==> src/rtl/ili9341_frame_scheduler_if.sv <==
// Pixel stream between the frame scheduler and the ILI9341 controller pixel port.
// A pixel moves on any cycle where pix_valid and pix_ready are both high.
interface ili9341_frame_scheduler_if #(
    parameter int unsigned PIXEL_SIZE = 16
);
    logic [PIXEL_SIZE-1:0] pix_data;
    logic                  pix_valid;
    logic                  pix_ready;

    modport master (
        output pix_data,
        output pix_valid,
        input  pix_ready
    );

    modport slave (
        input  pix_data,
        input  pix_valid,
        output pix_ready
    );
endinterface

==> src/rtl/ili9341_frame_scheduler.sv <==
// Frame sequencer: walks the output raster of one scene per frame, upscaling the sprite ROM or
// emitting a solid colour, and hands pixels to the controller one at a time.
module ili9341_frame_scheduler #(
    parameter int unsigned SRC_W      = 80,
    parameter int unsigned SRC_H      = 80,
    parameter int unsigned SCALE      = 3,
    parameter int unsigned PIXEL_SIZE = 16,
    parameter int unsigned NUM_SCENES = 5,
    localparam int unsigned ADDR_W    = $clog2(SRC_W * SRC_H)
) (
    input  logic                   clk,
    input  logic                   rst,
    input  logic [2:0]             scene_sel,
    input  logic                   scene_req,
    output logic [ADDR_W-1:0]      rom_addr,
    input  logic [PIXEL_SIZE-1:0]  rom_data,
    ili9341_frame_scheduler_if.master pix,
    output logic                   frame_start,
    output logic                   frame_done,
    output logic                   busy,
    output logic [2:0]             active_scene
);

    localparam int unsigned XW = (SRC_W > 1) ? $clog2(SRC_W) : 1;
    localparam int unsigned YW = (SRC_H > 1) ? $clog2(SRC_H) : 1;
    localparam int unsigned RW = (SCALE > 1) ? $clog2(SCALE) : 1;

    localparam logic [XW-1:0]     X_LAST   = XW'(SRC_W - 1);
    localparam logic [YW-1:0]     Y_LAST   = YW'(SRC_H - 1);
    localparam logic [RW-1:0]     REP_LAST = RW'(SCALE - 1);
    localparam logic [ADDR_W-1:0] ROW_STEP = ADDR_W'(SRC_W);

    typedef enum logic [2:0] {
        StIdle,
        StFetch,
        StLoad,
        StPresent,
        StDone
    } state_e;

    state_e            state_q;
    logic              pending_q;
    logic [2:0]        pend_scene_q;
    logic [RW-1:0]     sx_rep_q, sy_rep_q;
    logic [XW-1:0]     src_x_q;
    logic [YW-1:0]     src_y_q;
    logic [ADDR_W-1:0] row_base_q;

    logic [RW-1:0]     sx_rep_n, sy_rep_n;
    logic [XW-1:0]     src_x_n;
    logic [YW-1:0]     src_y_n;
    logic [ADDR_W-1:0] row_base_n;
    logic              last_pix;

    function automatic logic [PIXEL_SIZE-1:0] solid_colour(input logic [2:0] scene);
        if (32'(scene) >= NUM_SCENES) begin
            return PIXEL_SIZE'(16'h001F);
        end
        case (scene)
            3'd1:    return PIXEL_SIZE'(16'h07FF);
            3'd2:    return PIXEL_SIZE'(16'hF800);
            3'd3:    return PIXEL_SIZE'(16'h780F);
            default: return PIXEL_SIZE'(16'h0000);
        endcase
    endfunction

    // Raster position after the current pixel; row_base only advances once a source row has
    // been repeated SCALE times, so no multiply is needed for the ROM address.
    always_comb begin
        sx_rep_n   = sx_rep_q + RW'(1);
        src_x_n    = src_x_q;
        sy_rep_n   = sy_rep_q;
        src_y_n    = src_y_q;
        row_base_n = row_base_q;
        if (sx_rep_q == REP_LAST) begin
            sx_rep_n = '0;
            if (src_x_q == X_LAST) begin
                src_x_n = '0;
                if (sy_rep_q != REP_LAST) begin
                    sy_rep_n = sy_rep_q + RW'(1);
                end else begin
                    sy_rep_n   = '0;
                    src_y_n    = src_y_q + YW'(1);
                    row_base_n = row_base_q + ROW_STEP;
                end
            end else begin
                src_x_n = src_x_q + XW'(1);
            end
        end
    end

    assign last_pix = (sx_rep_q == REP_LAST) && (src_x_q == X_LAST) &&
                      (sy_rep_q == REP_LAST) && (src_y_q == Y_LAST);

    always_ff @(posedge clk) begin
        if (rst) begin
            state_q       <= StIdle;
            pending_q     <= 1'b1;
            pend_scene_q  <= 3'd0;
            active_scene  <= 3'd0;
            sx_rep_q      <= '0;
            sy_rep_q      <= '0;
            src_x_q       <= '0;
            src_y_q       <= '0;
            row_base_q    <= '0;
            rom_addr      <= '0;
            pix.pix_data  <= '0;
            pix.pix_valid <= 1'b0;
            frame_start   <= 1'b0;
            frame_done    <= 1'b0;
            busy          <= 1'b0;
        end else begin
            frame_start <= 1'b0;
            frame_done  <= 1'b0;
            if (scene_req) begin
                pending_q    <= 1'b1;
                pend_scene_q <= scene_sel;
            end
            case (state_q)
                StIdle: begin
                    // A request arriving in this very cycle is the newest one and wins.
                    if (pending_q || scene_req) begin
                        active_scene <= scene_req ? scene_sel : pend_scene_q;
                        pending_q    <= 1'b0;
                        frame_start  <= 1'b1;
                        busy         <= 1'b1;
                        rom_addr     <= '0;
                        state_q      <= StFetch;
                    end
                end
                StFetch: begin
                    state_q <= StLoad;
                end
                StLoad: begin
                    pix.pix_data  <= (active_scene == 3'd0) ? rom_data
                                                            : solid_colour(active_scene);
                    pix.pix_valid <= 1'b1;
                    state_q       <= StPresent;
                end
                StPresent: begin
                    if (pix.pix_ready) begin
                        pix.pix_valid <= 1'b0;
                        if (last_pix) begin
                            sx_rep_q   <= '0;
                            sy_rep_q   <= '0;
                            src_x_q    <= '0;
                            src_y_q    <= '0;
                            row_base_q <= '0;
                            busy       <= 1'b0;
                            frame_done <= 1'b1;
                            state_q    <= StDone;
                        end else begin
                            sx_rep_q   <= sx_rep_n;
                            sy_rep_q   <= sy_rep_n;
                            src_x_q    <= src_x_n;
                            src_y_q    <= src_y_n;
                            row_base_q <= row_base_n;
                            rom_addr   <= row_base_n + ADDR_W'(src_x_n);
                            state_q    <= StFetch;
                        end
                    end
                end
                StDone: begin
                    state_q <= StIdle;
                end
                default: begin
                    state_q <= StIdle;
                end
            endcase
        end
    end

endmodule

==> src/flat_wrapper.sv <==
// flat-port wrapper written by rule: the top's interface ports become plain ports
module ili9341_frame_scheduler_flat 
#(
    parameter int unsigned SRC_W      = 80,
    parameter int unsigned SRC_H      = 80,
    parameter int unsigned SCALE      = 3,
    parameter int unsigned PIXEL_SIZE = 16,
    parameter int unsigned NUM_SCENES = 5,
    localparam int unsigned ADDR_W    = $clog2(SRC_W * SRC_H)
)
  (clk, rst, scene_sel, scene_req, rom_addr, rom_data, frame_start, frame_done, busy, active_scene, pix_pix_data, pix_pix_valid, pix_pix_ready);
  ili9341_frame_scheduler_if #(.PIXEL_SIZE(PIXEL_SIZE)) pix_i ();
  input  logic clk;
  input  logic rst;
  input  logic [2:0] scene_sel;
  input  logic scene_req;
  output logic [ADDR_W-1:0] rom_addr;
  input  logic [PIXEL_SIZE-1:0] rom_data;
  output logic frame_start;
  output logic frame_done;
  output logic busy;
  output logic [2:0] active_scene;
  output wire logic [$bits(pix_i.pix_data)-1:0] pix_pix_data;
  output wire logic [$bits(pix_i.pix_valid)-1:0] pix_pix_valid;
  input wire logic [$bits(pix_i.pix_ready)-1:0] pix_pix_ready;
  assign pix_pix_data = pix_i.pix_data;
  assign pix_pix_valid = pix_i.pix_valid;
  assign pix_i.pix_ready = pix_pix_ready;
  ili9341_frame_scheduler #(.SRC_W(SRC_W), .SRC_H(SRC_H), .SCALE(SCALE), .PIXEL_SIZE(PIXEL_SIZE), .NUM_SCENES(NUM_SCENES)) u_core (.clk(clk), .rst(rst), .scene_sel(scene_sel), .scene_req(scene_req), .rom_addr(rom_addr), .rom_data(rom_data), .pix(pix_i), .frame_start(frame_start), .frame_done(frame_done), .busy(busy), .active_scene(active_scene));
endmodule
==> config.mk <==
export PLATFORM = sky130hd
export DESIGN_NAME = ili9341_frame_scheduler_flat
export DESIGN_NICKNAME = d
export VERILOG_FILES = /design/src/rtl/ili9341_frame_scheduler_if.sv /design/src/rtl/ili9341_frame_scheduler.sv /design/src/flat_wrapper.sv
export SDC_FILE = /design/constraint.sdc
export NUM_CORES = 1
export LEC_CHECK = 0
export CORE_AREA = 2 2 83 85
export DETAILED_ROUTE_END_ITERATION = 7
export DIE_AREA = 0 0 85 87
export HOLD_SLACK_MARGIN = 0.1
export MAX_ROUTING_LAYER = met4
export PLACE_DENSITY = 0.89
export SYNTH_ARGS = -nofsm -noshare
export SYNTH_HDL_FRONTEND = slang
export SYNTH_SLANG_ARGS = --single-unit
export TNS_END_PERCENT = 5
==> constraint.sdc <==
create_clock -name clk -period 3.45 [get_ports clk]
set_input_delay 1.035 -clock clk [delete_from_list [all_inputs] [get_ports clk]]
set_output_delay 1.035 -clock clk [all_outputs]
set_load 0.05 [all_outputs]
==> impl_metrics.ini, run 1 <==
[timing]
finalHoldViolCount = 0
slew_headroom_pct = 44.21
layout_setup_ws_ps = 409.8
finalCriticalPeriod_ps = 3040
fin_crit_sh_pct = 88.12
rsz0062_at_grt = no
fin_tns_setup_ps = 0
skew_ps = 10.19
max_freq_mhz = 328.9
setup_viol = 0
finalMaxSlewViolations = 0
worst_slew_pin_slew_ps = 833.8

[finish]
final_common_cell = dfxtp_1
final_cell_mix = 70 x dfxtp_1, 57 x clkdlybuf4s50_1, 56 x nor2_1, 45 x nand2_1, 29 x a21oi_1
fillers = 499
n_antenna_cell = 0
final_cell_count_no_fill = 534
nNetsFinal = 478
area_growth_pct = 26.38
drive_above_1_share_pct = 9.251

[placed_design]
dp_cells = 518
dpl.hpwl_mm = 5.449
port-buffer-count = 58
pre_cts_ws_ps = 438.4
place.gp.congestion = 0.8576

[yosys]
avgSynthCellArea_um2 = 8.514
ys_types = 55
synth_top_cell_area_share_pct = 41.67
synth_area_leaders = dfxtp_1 42%, nor2_1 6.3%, nand2_1 5.0%
seq_area_frac_synth_pct = 41.67
synthArstFlopShare_pct = 0
syn-num-nets = 424
synth-main-ff-cell = dfxtp_1
ys_ff_latch = 70
yosys_warnings = 0
synth_area_mm2 = 0.003363
synth_edf_count = 0
synth_top_area_cell = dfxtp_1
synth_cells = 395

[floorplan]
die_h_um = 87
die_x_um = 85
dieArea_mm2 = 0.007395
row_count = 30
start_util_pct = 51.20
core_mm2 = 0.006569
io_pins = 59

[pwr]
total_power_mw = 2.015
power_per_cell_area_mw_per_mm2 = 474.0
p_leak_nw = 1.644
max-vdd-ir-drop_v = 0.0003027

[worst_setup_path]
critPathCaptureType = flop
r2r_slack_ps = 410
critPathArrivalTime_ps = 3290
crit_path_start_kind = flop
path_class = flop to flop
ff2ff_path_depth = 13
r2r_end = u_core.rom_addr[11]
cp_max_fo = 9
timing.rr.start = u_core.src_x_q[0]
cp.required_ps = 3700

[clock_tree]
clk_latency_ps = 360
cts_resized = 0
hold_buffers = 0
cts_tree = built
clk_pin_slew_ps = 80
htreeDepth = 3
clock-sinks = 70
cts_setup_buffers = 0
cts_buffer_depth = 2
cts-buffers-inserted = 9
root_buffer = clkbuf_8

[detailed_routing]
antenna_left = 0
viasPerCell = 5.609
routed_wl_mm = 7.726
wl_per_cell_um = 14.47
num_vias = 2995
drc = 0
drt_iter0_markers = 143
drt_first_pass_iters = 4

[worst_hold_path]
whs_endpoint = u_core.pix.pix_data[15]
hp-class = flop to flop
holdPathStages = 2
worstHoldStart = u_core.pix.pix_data[15]

[global_route]
grt_max_degree = 36
grtUsageTotal_pct = 23.36
grt_overflow = 0
grt_pass1_wl_mm = 13.36
grt_antenna_before_repair = 0
grt_pass1_vias = 3006

[job]
cap_viol_max_count = 0

[run_status]
outcome = completed
[how the worst max path moves through the flow]
| stage | startpoint | to | slack [ps] | depth (start not counted) |
|---|---|---|---|---|
| floorplan | u_core.src_x_q[0] | u_core.rom_addr[11] | 710 | 13 |
| CTS | u_core.src_x_q[0] | u_core.rom_addr[11] | 410 | 13 |
| finish | u_core.src_x_q[0] | u_core.rom_addr[11] | 410 | 13 |
| detailed placement | u_core.src_x_q[0] | u_core.rom_addr[11] | 440 | 13 |
| global placement | scene_req | u_core.rom_addr[12] | 550 | 6 |
| global route | u_core.src_x_q[0] | u_core.rom_addr[11] | 200 | 13 |
[synthesized netlist by cell type (2+ instances only)]
cell and instances:
a21oi_1 29, nor4_1 3, clkbuf_1 18, a21o_1 4
buf_2 2, xnor2_1 12, nor2_2 2, and2_1 2
dfxtp_1 70, nand3_1 7, nor4_4 2, nand4_1 4
nand2b_1 4, nand2_1 45, mux2i_1 5, nor3b_1 3
nand4b_1 3, o21bai_1 2, or3_1 4, and3_1 5
o21ai_0 8, xor2_1 11, ha_1 6, a22oi_1 14
nor3_1 16, or2_2 3, nor2_1 56, inv_1 2
o21a_1 2, a211oi_1 14, nor2b_1 9, a22o_1 5
[power by group]
group | internal [mW] | switching [mW] | total (mW)
clock | 0.498 | 0.314 | 0.813
sequential | 0.843 | 0.0298 | 0.873
combinational | 0.117 | 0.212 | 0.329
[layout make-up]
| class | instances | area (um2) | share of cell area [%] |
|---|---|---|---|
| Sequential cell | 70 | 1401 | 32.97 |
| Tap cell | 80 | 100.1 | 2.355 |
| Timing Repair Buffer | 63 | 613.1 | 14.42 |
| Clock buffer | 10 | 137.6 | 3.238 |
| Inverter | 2 | 7.507 | 0.1766 |
| Clock inverter | 6 | 108.9 | 2.561 |
| Multi-Input combinational cell | 303 | 1882 | 44.27 |
[sequential cells by signal, indices dropped and copies added (netlist names)]
signal and cells:
u_core.src_x_q 7, u_core.row_base_q 9, u_core.busy 1, u_core.active_scene 3, u_core.frame_start 1, u_core.frame_done 1
u_core.pix.pix_valid 1, u_core.sx_rep_q 2, u_core.rom_addr 13, u_core.state_q 3, u_core.pix.pix_data 16, u_core.src_y_q 7
u_core.sy_rep_q 2, u_core.pending_q 1, u_core.pend_scene_q 3
[critical path, stage by stage (launching register included)]
cell and delay, ps:
dfxtp_1 430, ha_1 230, nand3b_4 160, nor2_2 280, nand2_1 120, nor2_1 130
xor2_1 200, ha_1 310, nand2_1 110, o21ba_2 160, mux2i_1 200, nand2_1 140
a31o_2 220, a32o_1 250
[logic make-up after synthesis]
family | synth area share, %
flip-flops | 41.67
buffers and inverters | 2.530
multiplexers | 2.269
adder cells (fa/ha/maj) | 2.232
AND/OR/NAND/NOR | 27.34
XOR/XNOR | 6.473
AO/OA/AOI/OAI | 17.49
[layer usage]
layer | GRT usage (%) | part of all wire [%] | vias to the layer above
li1 | - | - | 1510
met5 | - | 0 | -
met1 | 26.02 | 43 | 1380
met2 | 37.86 | 48 | 87
met4 | 13.13 | 3.0 | 0
met3 | 6.445 | 6.0 | 18
[stage by stage]
step	util, %	hold WS (ps)	cell area [um2]
final	64.70	458.8	4250
after global routing	64.70	497.2	4250
after CTS	64.70	458.3	4250
after detailed placement	60.95	448.2	4004
after global placement	60.95	440.1	4004
after floorplan	-	448.6	3363
(Power assumes the default switching activity.)
==> inputs of run 2 (changes only) <==
Settings changed: CTS_CLUSTER_SIZE set to 24.
==> results of run 2 <==
No change in the layout: final DEF, timing and power equal those of run 1.
